## src/rtl/pxs_sync_gen_pkg.sv

```systemverilog
// Shared PixelStream definitions: stream layout, default 640x480@60 timing, colours.
// Field macros PXS_HS/VS/XC/YC/ACTIVE/RGB slice a 26-bit RGBStr word.
`ifndef PXS_SYNC_GEN_PKG_SV
`define PXS_SYNC_GEN_PKG_SV

`define PXS_HS(w)     w[25]
`define PXS_VS(w)     w[24]
`define PXS_XC(w)     w[23:14]
`define PXS_YC(w)     w[13:4]
`define PXS_ACTIVE(w) w[3]
`define PXS_RGB(w)    w[2:0]

package pxs_sync_gen_pkg;

  localparam int unsigned PXS_W     = 26;
  localparam int unsigned PXS_CNT_W = 10;

  localparam int unsigned PXS_H_ACTIVE_DEF = 640;
  localparam int unsigned PXS_H_FP_DEF     = 16;
  localparam int unsigned PXS_H_SYNC_DEF   = 96;
  localparam int unsigned PXS_H_BP_DEF     = 48;
  localparam int unsigned PXS_V_ACTIVE_DEF = 480;
  localparam int unsigned PXS_V_FP_DEF     = 10;
  localparam int unsigned PXS_V_SYNC_DEF   = 2;
  localparam int unsigned PXS_V_BP_DEF     = 33;

  typedef enum logic [2:0] {
    PXS_BLACK = 3'b000,
    PXS_BLUE  = 3'b001,
    PXS_GREEN = 3'b010,
    PXS_PINK  = 3'b101,
    PXS_WHITE = 3'b111
  } pxs_color_e;

  typedef struct packed {
    logic                 hs;
    logic                 vs;
    logic [PXS_CNT_W-1:0] xc;
    logic [PXS_CNT_W-1:0] yc;
    logic                 active;
    logic [2:0]           rgb;
  } pxs_word_t;

  function automatic pxs_word_t pxs_idle_word(input logic sync_pol);
    pxs_word_t w;
    w        = '0;
    w.hs     = ~sync_pol;
    w.vs     = ~sync_pol;
    return w;
  endfunction

endpackage

`endif

```

## src/rtl/pxs_sync_gen_if.sv

```systemverilog
// PixelStream source-side bundle: pixel enable in, stream word and pulses out.
interface pxs_sync_gen_if;
  import pxs_sync_gen_pkg::*;

  logic             en;
  logic [PXS_W-1:0] RGBStr_o;
  logic             frame_start;
  logic             line_start;

  modport master (input en, output RGBStr_o, frame_start, line_start);
  modport slave  (output en, input RGBStr_o, frame_start, line_start);
endinterface

```

## src/rtl/pxs_timing_cnt.sv

```systemverilog
// Parametric wrap-around timing counter with active and sync range flags.
module pxs_timing_cnt
  import pxs_sync_gen_pkg::*;
#(
  parameter int unsigned ACTIVE     = PXS_H_ACTIVE_DEF,
  parameter int unsigned SYNC_START = PXS_H_ACTIVE_DEF + PXS_H_FP_DEF,
  parameter int unsigned SYNC_END   = PXS_H_ACTIVE_DEF + PXS_H_FP_DEF + PXS_H_SYNC_DEF
) (
  input  logic                 clk,
  input  logic                 rst,
  input  logic                 inc,
  input  logic [PXS_CNT_W-1:0] total,
  output logic [PXS_CNT_W-1:0] count,
  output logic                 wrap,
  output logic                 in_sync,
  output logic                 in_active
);

  localparam logic [PXS_CNT_W:0] ACT_L = (PXS_CNT_W+1)'(ACTIVE);
  localparam logic [PXS_CNT_W:0] SS_L  = (PXS_CNT_W+1)'(SYNC_START);
  localparam logic [PXS_CNT_W:0] SE_L  = (PXS_CNT_W+1)'(SYNC_END);

  logic [PXS_CNT_W:0] count_x;

  // a total of 1024 truncates to 0, and 0-1 still lands on 1023
  assign wrap      = (count == total - PXS_CNT_W'(1));
  assign count_x   = {1'b0, count};
  assign in_active = (count_x < ACT_L);
  assign in_sync   = (count_x >= SS_L) && (count_x < SE_L);

  always_ff @(posedge clk or posedge rst) begin
    if (rst)
      count <= '0;
    else if (inc)
      count <= wrap ? '0 : count + PXS_CNT_W'(1);
  end

endmodule

```

## src/rtl/pxs_sync_gen.sv

```systemverilog
// PixelStream source: free-running H/V timing into a registered RGBStr word.
// Optional PXS_SYNC_TESTPATTERN_EN replaces the background with 8 vertical bars.
module pxs_sync_gen
  import pxs_sync_gen_pkg::*;
#(
  parameter int unsigned H_ACTIVE = PXS_H_ACTIVE_DEF,
  parameter int unsigned H_FP     = PXS_H_FP_DEF,
  parameter int unsigned H_SYNC   = PXS_H_SYNC_DEF,
  parameter int unsigned H_BP     = PXS_H_BP_DEF,
  parameter int unsigned V_ACTIVE = PXS_V_ACTIVE_DEF,
  parameter int unsigned V_FP     = PXS_V_FP_DEF,
  parameter int unsigned V_SYNC   = PXS_V_SYNC_DEF,
  parameter int unsigned V_BP     = PXS_V_BP_DEF,
  parameter logic        SYNC_POL = 1'b0,
  parameter logic [2:0]  BG_COLOR = PXS_BLUE
) (
  input  logic           px_clk,
  input  logic           rst,
  pxs_sync_gen_if.master pxs
);

  localparam int unsigned H_TOTAL = H_ACTIVE + H_FP + H_SYNC + H_BP;
  localparam int unsigned V_TOTAL = V_ACTIVE + V_FP + V_SYNC + V_BP;

  logic [PXS_CNT_W-1:0] hcnt, vcnt;
  logic                 h_wrap, v_wrap;
  logic                 h_sync, v_sync;
  logic                 h_act, v_act;
  logic                 at_line_q, at_origin_q;
  logic [2:0]           act_rgb;
  pxs_word_t            word_d, word_q;
  logic                 frame_start_q, line_start_q;

  pxs_timing_cnt #(
    .ACTIVE     (H_ACTIVE),
    .SYNC_START (H_ACTIVE + H_FP),
    .SYNC_END   (H_ACTIVE + H_FP + H_SYNC)
  ) u_hcnt (
    .clk       (px_clk),
    .rst       (rst),
    .inc       (pxs.en),
    .total     (PXS_CNT_W'(H_TOTAL)),
    .count     (hcnt),
    .wrap      (h_wrap),
    .in_sync   (h_sync),
    .in_active (h_act)
  );

  pxs_timing_cnt #(
    .ACTIVE     (V_ACTIVE),
    .SYNC_START (V_ACTIVE + V_FP),
    .SYNC_END   (V_ACTIVE + V_FP + V_SYNC)
  ) u_vcnt (
    .clk       (px_clk),
    .rst       (rst),
    .inc       (pxs.en & h_wrap),
    .total     (PXS_CNT_W'(V_TOTAL)),
    .count     (vcnt),
    .wrap      (v_wrap),
    .in_sync   (v_sync),
    .in_active (v_act)
  );

`ifdef PXS_SYNC_TESTPATTERN_EN
  logic [2:0] bar;

  // bar = floor(hcnt*8/H_ACTIVE) via hcnt*8 >= k*H_ACTIVE, no divider
  always_comb begin
    bar = '0;
    for (int unsigned k = 1; k < 8; k++)
      if ({hcnt, 3'b000} >= (PXS_CNT_W+3)'(k * H_ACTIVE))
        bar = 3'(k);
  end

  assign act_rgb = 3'd7 - bar;
`else
  assign act_rgb = BG_COLOR;
`endif

  always_comb begin
    word_d        = '0;
    word_d.hs     = h_sync ? SYNC_POL : ~SYNC_POL;
    word_d.vs     = v_sync ? SYNC_POL : ~SYNC_POL;
    word_d.xc     = hcnt;
    word_d.yc     = vcnt;
    word_d.active = h_act & v_act;
    word_d.rgb    = (h_act & v_act) ? act_rgb : PXS_BLACK;
  end

  // Flags remember that the counters now sit at XC=0 / (0,0), decoded from
  // the wrap of the previous enabled step instead of comparing the counts.
  always_ff @(posedge px_clk or posedge rst) begin
    if (rst) begin
      at_line_q   <= 1'b1;
      at_origin_q <= 1'b1;
    end else if (pxs.en) begin
      at_line_q   <= h_wrap;
      at_origin_q <= h_wrap & v_wrap;
    end
  end

  always_ff @(posedge px_clk or posedge rst) begin
    if (rst) begin
      word_q        <= pxs_idle_word(SYNC_POL);
      frame_start_q <= 1'b0;
      line_start_q  <= 1'b0;
    end else begin
      frame_start_q <= pxs.en & at_origin_q;
      line_start_q  <= pxs.en & at_line_q;
      if (pxs.en)
        word_q <= word_d;
    end
  end

  assign pxs.RGBStr_o    = word_q;
  assign pxs.frame_start = frame_start_q;
  assign pxs.line_start  = line_start_q;

endmodule

```

## src/flat_wrapper.sv

```systemverilog
// flat-port wrapper written by rule: the top's interface ports become plain ports
module pxs_sync_gen_flat import pxs_sync_gen_pkg::*;
#(
  parameter int unsigned H_ACTIVE = PXS_H_ACTIVE_DEF,
  parameter int unsigned H_FP     = PXS_H_FP_DEF,
  parameter int unsigned H_SYNC   = PXS_H_SYNC_DEF,
  parameter int unsigned H_BP     = PXS_H_BP_DEF,
  parameter int unsigned V_ACTIVE = PXS_V_ACTIVE_DEF,
  parameter int unsigned V_FP     = PXS_V_FP_DEF,
  parameter int unsigned V_SYNC   = PXS_V_SYNC_DEF,
  parameter int unsigned V_BP     = PXS_V_BP_DEF,
  parameter logic        SYNC_POL = 1'b0,
  parameter logic [2:0]  BG_COLOR = PXS_BLUE
)
  (px_clk, rst, pxs_en, pxs_RGBStr_o, pxs_frame_start, pxs_line_start);
  pxs_sync_gen_if pxs_i ();
  input  logic px_clk;
  input  logic rst;
  input wire logic [$bits(pxs_i.en)-1:0] pxs_en;
  output wire logic [$bits(pxs_i.RGBStr_o)-1:0] pxs_RGBStr_o;
  output wire logic [$bits(pxs_i.frame_start)-1:0] pxs_frame_start;
  output wire logic [$bits(pxs_i.line_start)-1:0] pxs_line_start;
  assign pxs_i.en = pxs_en;
  assign pxs_RGBStr_o = pxs_i.RGBStr_o;
  assign pxs_frame_start = pxs_i.frame_start;
  assign pxs_line_start = pxs_i.line_start;
  pxs_sync_gen #(.H_ACTIVE(H_ACTIVE), .H_FP(H_FP), .H_SYNC(H_SYNC), .H_BP(H_BP), .V_ACTIVE(V_ACTIVE), .V_FP(V_FP), .V_SYNC(V_SYNC), .V_BP(V_BP), .SYNC_POL(SYNC_POL), .BG_COLOR(BG_COLOR)) u_core (.px_clk(px_clk), .rst(rst), .pxs(pxs_i));
endmodule
```

## config.mk

```make
export PLATFORM = sky130hd
export DESIGN_NAME = pxs_sync_gen_flat
export DESIGN_NICKNAME = d
export VERILOG_FILES = /design/src/rtl/pxs_sync_gen_pkg.sv /design/src/rtl/pxs_sync_gen_if.sv /design/src/rtl/pxs_timing_cnt.sv /design/src/rtl/pxs_sync_gen.sv /design/src/flat_wrapper.sv
export SDC_FILE = /design/constraint.sdc
export NUM_CORES = 1
export LEC_CHECK = 0
export CAP_MARGIN = 30
export CORE_AREA = 2 2 65 67
export DETAILED_ROUTE_END_ITERATION = 6
export DIE_AREA = 0 0 67 69
export PLACE_DENSITY_LB_ADDON = 0.3
export REMOVE_ABC_BUFFERS = 1
export SLEW_MARGIN = 10
export SYNTH_ARGS = -nofsm -noshare
export SYNTH_HDL_FRONTEND = slang
export SYNTH_SLANG_ARGS = --single-unit
```

## constraint.sdc

```tcl
create_clock -name px_clk -period 4.3 [get_ports px_clk]
set_input_delay 0.43 -clock px_clk [delete_from_list [all_inputs] [get_ports px_clk]]
set_output_delay 0.43 -clock px_clk [all_outputs]
set_load 0.05 [all_outputs]
```

==> reports/metrics.cfg, run 1 <==
[detailed_routing]
total_routed_length_um = 3850
detail_route.vias_per_cell = 5.61
first_iter_violations = 101
route.detailed.drc = 0
pre_repair_dr_iteration_count = 4
routedWlPerCell_um = 14.8
postRouteAntennaNets = 0
vias = 1463

[clocking]
postCtsHoldBufs = 0
cts-root-to-sink-buffers = 2
post_cts_resized = 0
cts_inserted_buffers = 5
tritoncts_clock_tree = built
postCtsSetupRepairBufs = 0
clock_tree.htree_level_count = 2
clockRootBuffer = clkbuf_8
clock_transition_at_the_registers_of_the_reported_paths_ns = 0.07
clkLatencyLatePin_ns = 0.29
cts_num_sinks = 47

[placement]
dp_hpwl_um = 2710
place_worst_setup_slack_ns = 1.54
place_congestion = 0.804
port-buffer-count = 28

[layout]
layout.filler_cells = 319
drive_gt1_share_pct = 18.5
fin_util_pct = 64.0
antenna_cells_inserted = 0
flow.area_growth_from_synthesis_pct = 19.9
final_net_count = 217

[setup_path]
criticalPathCategory = input pin to flop
timing.critical_path.to_type = flop
cp-endpoint = u_core.u_vcnt.count[9]$_DFFE_PP0P_
timing.critical_path.required_ns = 4.46
critical_path.reg2reg.startpoint = u_core.u_hcnt.count[5]$_DFFE_PP0P_
critical_path.reg2reg.endpoint = u_core.u_vcnt.count[9]$_DFFE_PP0P_
worst_setup_path_start_kind = input pin
crit_arrival_ns = 2.62
startpoint = pxs_en
ff2ff_path_depth = 4
critical_path_peak_fanout = 35
reg2reg_slack_ns = 2.02

[power_and_ir_drop]
p_per_area_nw_per_um2 = 448
vdd.ir_drop.worst_uv = 401
static_leak_uw = 0.00112

[die]
die_area_sq_um = 4620
fp.dieW_um = 67
start_util_pct = 53.4
io_pins = 31
chip_height_um = 69
coreArea_sq_um = 3910
num_rows = 23

[synthesis]
dominant_combinational_cell_family_by_area_after_synthesis = simple AND/OR/NAND/NOR gates
synth.top_cells.by_area = dfrtp_1 51%, mux2_2 12%, dfstp_2 5.0%, xnor2_1 2.9%, ha_1 2.4%
synthMuxAreaShare_pct = 11.8
synth.yosys.seq_area_share_pct = 56.5
synth-async-reset-ratio_pct = 100
most_repeated_cell_in_the_gate_level_netlist_after_synthesis = dfrtp_1
synthAdderAreaFrac_pct = 2.39
synthDominantAreaCellType = dfrtp_1
syn_area_sq_um = 2090
post_synth_most_frequent_cells = 43 x dfrtp_1, 22 x mux2_2, 13 x nor2_1
synth_compound_area_share_pct = 5.51
synth_warnings = 0
synth_xor_xnor_area_share_pct = 4.19
ys_types = 37
synthesis.area_per_instance_sq_um = 11.7
synth_edf_count = 0
syn-instance-count = 179
ys_ff_latch = 47
synth_top_area_share_pct = 51.5
yosys.area_share.simple_pct = 15.9
ys.flop_type = dfrtp_1

[sta]
worstMarginPinSlew_ns = 0.766
rsz0062_at_grt = no
worst_clock_skew_ns = 0.00897
min_period_over_period_pct = 57.1
totalNegativeSetupSlack_ns = 0
fin_ws_ns = 1.84
timing.slew.headroom_pct = 48.5
period_minus_slack_ns = 2.46
finalSetupViolCount = 0
final-max-slew-violation-count = 0
report.final.hold_viol_count = 0
clock.fmax_mhz = 407

[grt]
number_of_antenna_violations_at_the_first_check_in_global_routing = 0
grt_start_max_net_pins = 48
globalRouteMet1Util_pct = 25.2
grt_first_pass_wirelength_um = 6910
globalRouteMet2Util_pct = 30.6
groute.usage.overall_pct = 19.4
top_usage_layer = met2
use_met3_pct = 3.43
grt_pass1_vias = 1515
grt_overflow_total = 0

[outcome]
status = complete, no violations

[job]
timing.max_cap.violations = 0

[hold_path]
holdCritPathClass = flop to flop

-- placed cells by master, fill, tap and decap left out, types with 2 or more instances in the layout --
| cell | netlist | final |
|---|---|---|
| dfrtp_1 | 43 | 43 |
| xnor2_1 | 7 | 7 |
| nand4b_1 | 2 | 2 |
| xor2_1 | 3 | 3 |
| a21oi_1 | 4 | 4 |
| nand2_1 | 9 | 9 |
| nand4_1 | 7 | 7 |
| nor2_1 | 13 | 13 |
| mux2_2 | 22 | 22 |
| and3_1 | 4 | 4 |
| and2_1 | 2 | 2 |
| buf_4 | 3 | 2 |
| o21ai_0 | 6 | 6 |
| clkbuf_8 | 0 | 6 |
| ha_1 | 4 | 4 |
| nor4_1 | 3 | 3 |
| a21o_1 | 2 | 2 |
| conb_1 | 1 | 2 |
| clkdlybuf4s50_1 | 0 | 28 |
| inv_1 | 8 | 7 |
| nor3_1 | 5 | 5 |
| nand3_1 | 8 | 8 |
| dfstp_2 | 4 | 4 |
-- routing by layer --
metal	routed length [um]	vias up	part of all wire (%)
li1	-	688	-
met1	1560	709	41
met2	1950	55	51
met3	223	11	5.8
met4	113	0	2.9
met5	0	-	0
-- sequential cells by signal (all words and copies together), names as in the netlist --
| signal | flops |
|---|---|
| u_core.at_line_q | 1 |
| u_core.at_origin_q | 1 |
| u_core.pxs.RGBStr_o | 23 |
| u_core.pxs.frame_start | 1 |
| u_core.pxs.line_start | 1 |
| u_core.u_hcnt.count | 10 |
| u_core.u_vcnt.count | 10 |
-- worst min path at each step --
stage | startpoint | endpoint | slack, ns | depth (start not counted)
CTS | u_core.pxs.RGBStr_o[25]$_DFFE_PP1P_ | u_core.pxs.RGBStr_o[25]$_DFFE_PP1P_ | 0.49 | 2
finish | u_core.pxs.RGBStr_o[25]$_DFFE_PP1P_ | u_core.pxs.RGBStr_o[25]$_DFFE_PP1P_ | 0.49 | 2
global route | u_core.pxs.RGBStr_o[13]$_DFFE_PP0P_ | u_core.pxs.RGBStr_o[13]$_DFFE_PP0P_ | 0.53 | 1
global placement | u_core.pxs.RGBStr_o[24]$_DFFE_PP1P_ | u_core.pxs.RGBStr_o[24]$_DFFE_PP1P_ | 0.48 | 2
floorplan | u_core.u_vcnt.count[8]$_DFFE_PP0P_ | u_core.u_vcnt.count[8]$_DFFE_PP0P_ | 0.48 | 1
detailed placement | u_core.pxs.RGBStr_o[25]$_DFFE_PP1P_ | u_core.pxs.RGBStr_o[25]$_DFFE_PP1P_ | 0.48 | 2
-- stage by stage --
step	cell area, sq um	power (uW)	hold slack [ns]	std cells
6_report	2510	1120	0.494	261
5_1_grt	2510	1190	0.527	261
4_1_cts	2500	1130	0.493	260
3_5_place_dp	2410	867	0.483	252
3_3_place_gp	2410	858	0.484	252
2_1_floorplan	2050	767	0.481	172
-- area by class of cell --
type / count / area, sq um / area share (%)
Timing Repair Buffer: 31 / 300 / 12.0
Clock inverter: 1 / 5.00 / 0.200
Clock buffer: 7 / 86.3 / 3.44
Tap cell: 50 / 62.6 / 2.50
Multi-Input combinational cell: 117 / 841 / 33.5
Inverter: 8 / 30.0 / 1.20
Sequential cell: 47 / 1180 / 47.1
-- power by group --
group | internal (uW) | leakage (uW) | switching, uW
clock | 130 | 0.0000482 | 135
combinational | 115 | 0.000491 | 184
sequential | 500 | 0.000578 | 61.0
-- kinds of logic (layout without fill, tap and decap cells) --
kind of cell | Yosys count | after routing
simple gates | 61 | 61
flops | 47 | 47
mux | 22 | 22
compound gates | 18 | 18
buf+inv | 16 | 47
xor+xnor | 10 | 10
fa+ha+maj | 4 | 4
other cells | 1 | 2
-- critical path: stages --
cell	delay, ns
clkdlybuf4s50_1	0.46
buf_4	0.35
nand3_1	0.21
or4_1	0.59
o41ai_1	0.44
a21oi_1	0.11
Note: power is estimated with default switching activity, not from simulation.
==> run 2: changes to the inputs <==
--- a/config.mk
+++ b/config.mk
@@ -6,9 +6,9 @@
 export NUM_CORES = 1
 export LEC_CHECK = 0
 export CAP_MARGIN = 30
-export CORE_AREA = 2 2 65 67
+export CORE_AREA = 2 2 66 68
 export DETAILED_ROUTE_END_ITERATION = 6
-export DIE_AREA = 0 0 67 69
+export DIE_AREA = 0 0 68 70
 export PLACE_DENSITY_LB_ADDON = 0.3
 export REMOVE_ABC_BUFFERS = 1
 export SLEW_MARGIN = 10
==> constraint.sdc (replaced) <==
create_clock -name px_clk -period 2.5 [get_ports px_clk]
set_input_delay 0.25 -clock px_clk [delete_from_list [all_inputs] [get_ports px_clk]]
set_output_delay 0.25 -clock px_clk [all_outputs]
set_load 0.05 [all_outputs]
==> run 2 against run 1 <==
Wire length is 0.39% higher; largest cell class unchanged; sequential share of layout area is 0.92 points lower; global-route usage is 0.88 points lower; hold slack worse by 0.32 ns; highest routed layer unchanged; combinational power is 73% higher; critical endpoint is now u_core.u_vcnt.count[3]$_DFFE_PP0P_; design area is 2.0% higher; first-iteration DRC count is 21% higher; largest power group unchanged; clock-buffer cell count is 2 lower; sequential power is 73% higher; utilization is 2.3 points lower; non-clock buffer count is 2 higher; worst setup slack worse by 1.5 ns.
==> reports/metrics.cfg, run 2 (synthesis results as in run 1) <==
[outcome]
status = complete, no violations

[detailed_routing]
detail_route.vias_per_cell = 5.60
vias = 1485
routedWlPerCell_um = 14.6
pre_repair_dr_iteration_count = 4
total_routed_length_um = 3870
postRouteAntennaNets = 0
route.detailed.drc = 0
first_iter_violations = 122

[layout]
mostFrequentLayoutCell = dfrtp_1
most-common-layout-cells = 43 x dfrtp_1, 28 x clkdlybuf4s50_1, 22 x mux2_2
final_net_count = 219
antenna_cells_inserted = 0
drive_gt1_share_pct = 19.7
number_of_flip_flops_in_the_largest_register = 23
flow.area_growth_from_synthesis_pct = 22.3
final_standard_cell_area_without_fillers_sq_um = 2560

[grt]
grt_overflow_total = 0
grt_start_max_net_pins = 35
grt_first_pass_wirelength_um = 6690
number_of_antenna_violations_at_the_first_check_in_global_routing = 0
groute.usage.overall_pct = 18.5
grt_pass1_vias = 1488

[clocking]
tritoncts_clock_tree = built
postCtsSetupRepairBufs = 0
post_cts_resized = 0
postCtsHoldBufs = 0
cts_inserted_buffers = 5
cts-root-to-sink-buffers = 2
clock_tree.htree_level_count = 2
clockRootBuffer = clkbuf_8
clock_transition_at_the_registers_of_the_reported_paths_ns = 0.09
clkLatencyLatePin_ns = 0.30
cts_num_sinks = 47

[setup_path]
critPathMaxStageDelay_ns = 0.64
ff2ff_path_depth = 4
reg2reg_slack_ns = 0.33
critical_path.reg2reg.endpoint = u_core.u_vcnt.count[3]$_DFFE_PP0P_
timing.critical_path.cells = or3b_4 > or4_1 > or3_1 > a21oi_1
critical_path.reg2reg.startpoint = u_core.u_hcnt.count[5]$_DFFE_PP0P_
critPathTopFamily = simple AND/OR/NAND/NOR gates
crit_arrival_ns = 2.40
criticalPathCategory = flop to flop
count_of_cell_instances_traversed_by_the_critical_path = 4
timing.critical_path.required_ns = 2.73
crit_buf_inv = 0
cp_slowest_cell = or4_1
worst_setup_path_start_kind = flop
critical_path_peak_fanout = 8
timing.critical_path.to_type = flop

[placement]
dp_hpwl_um = 2730
place_congestion = 0.890
port-buffer-count = 28
detailed_place.area_sq_um = 2440

[sta]
finalSetupViolCount = 0
totalNegativeSetupSlack_ns = 0
rsz0062_at_grt = no
timing.slew.headroom_pct = 50.2
worst_clock_skew_ns = 0.00620
final-max-slew-violation-count = 0
report.final.hold_viol_count = 0
min_period_over_period_pct = 86.8
clock.fmax_mhz = 461
worstMarginPinSlew_ns = 0.741
period_minus_slack_ns = 2.17

[power_and_ir_drop]
vdd.ir_drop.worst_uv = 584
static_leak_uw = 0.00113
p_per_area_nw_per_um2 = 756

[die]
chip_height_um = 70
num_rows = 24
die_area_sq_um = 4760
start_util_pct = 50.5
fp.dieW_um = 68
io_pins = 31
coreArea_sq_um = 4140

[job]
timing.max_cap.violations = 0

[hold_path]
holdCritPathClass = input pin to async pin

## run 2: changes by cell type in the layout (fill, tap and decap cells not counted)
cell        previous run  this run
buf_12                 0         1
buf_16                 0         1
buf_4                  2         3
clkbuf_1               1         0
clkbuf_2               1         0
clkbuf_8               6         5
clkinvlp_4             0         2
## run 2: area by class of cell
type	count	area, sq um
fill	328	1590
sequential	47	1180
multi-input combinational	117	841
timing repair buffer	33	350
clock buffer	5	68.8
tap	52	65.1
inverter	8	30.0
clock inverter	3	20.0
## run 2: routing by layer
| layer | up-vias | GRT usage (%) | part of all wire [%] |
|---|---|---|---|
| met1 | 741 | 23.2 | 42 |
| li1 | 690 | - | - |
| met5 | - | 0 | 0 |
| met2 | 48 | 28.8 | 50 |
| met3 | 6 | 5.96 | 5.9 |
| met4 | 0 | 8.22 | 1.4 |
## run 2: metrics by stage
stage | instances | hold WS (ns) | power [uW] | setup WS, ns | utilization [%]
finish | 265 | 0.172 | 1930 | 0.330 | 61.7
floorplan | 172 | 0.358 | 1320 | 0.472 | -
detailed placement | 256 | 0.490 | 1490 | 0.341 | 58.9
global route | 265 | 0.181 | 2040 | 0.231 | 61.7
global placement | 256 | 0.485 | 1480 | 0.403 | 58.9
CTS | 264 | 0.347 | 1950 | 0.327 | 61.0
## run 2: worst max path at each step
stage | startpoint | end | slack (ns)
CTS | u_core.u_hcnt.count[5]$_DFFE_PP0P_ | u_core.u_vcnt.count[3]$_DFFE_PP0P_ | 0.33
floorplan | u_core.u_hcnt.count[5]$_DFFE_PP0P_ | u_core.u_vcnt.count[9]$_DFFE_PP0P_ | 0.47
global route | u_core.u_hcnt.count[5]$_DFFE_PP0P_ | u_core.u_vcnt.count[7]$_DFFE_PP0P_ | 0.23
global placement | u_core.u_hcnt.count[5]$_DFFE_PP0P_ | u_core.u_vcnt.count[9]$_DFFE_PP0P_ | 0.40
finish | u_core.u_hcnt.count[5]$_DFFE_PP0P_ | u_core.u_vcnt.count[3]$_DFFE_PP0P_ | 0.33
detailed placement | u_core.u_hcnt.count[5]$_DFFE_PP0P_ | u_core.u_vcnt.count[3]$_DFFE_PP0P_ | 0.34
## run 2: power breakdown
part	internal, uW	switching (uW)	total, uW
Combinational	203	313	516
Sequential	859	108	968
Clock	195	254	449
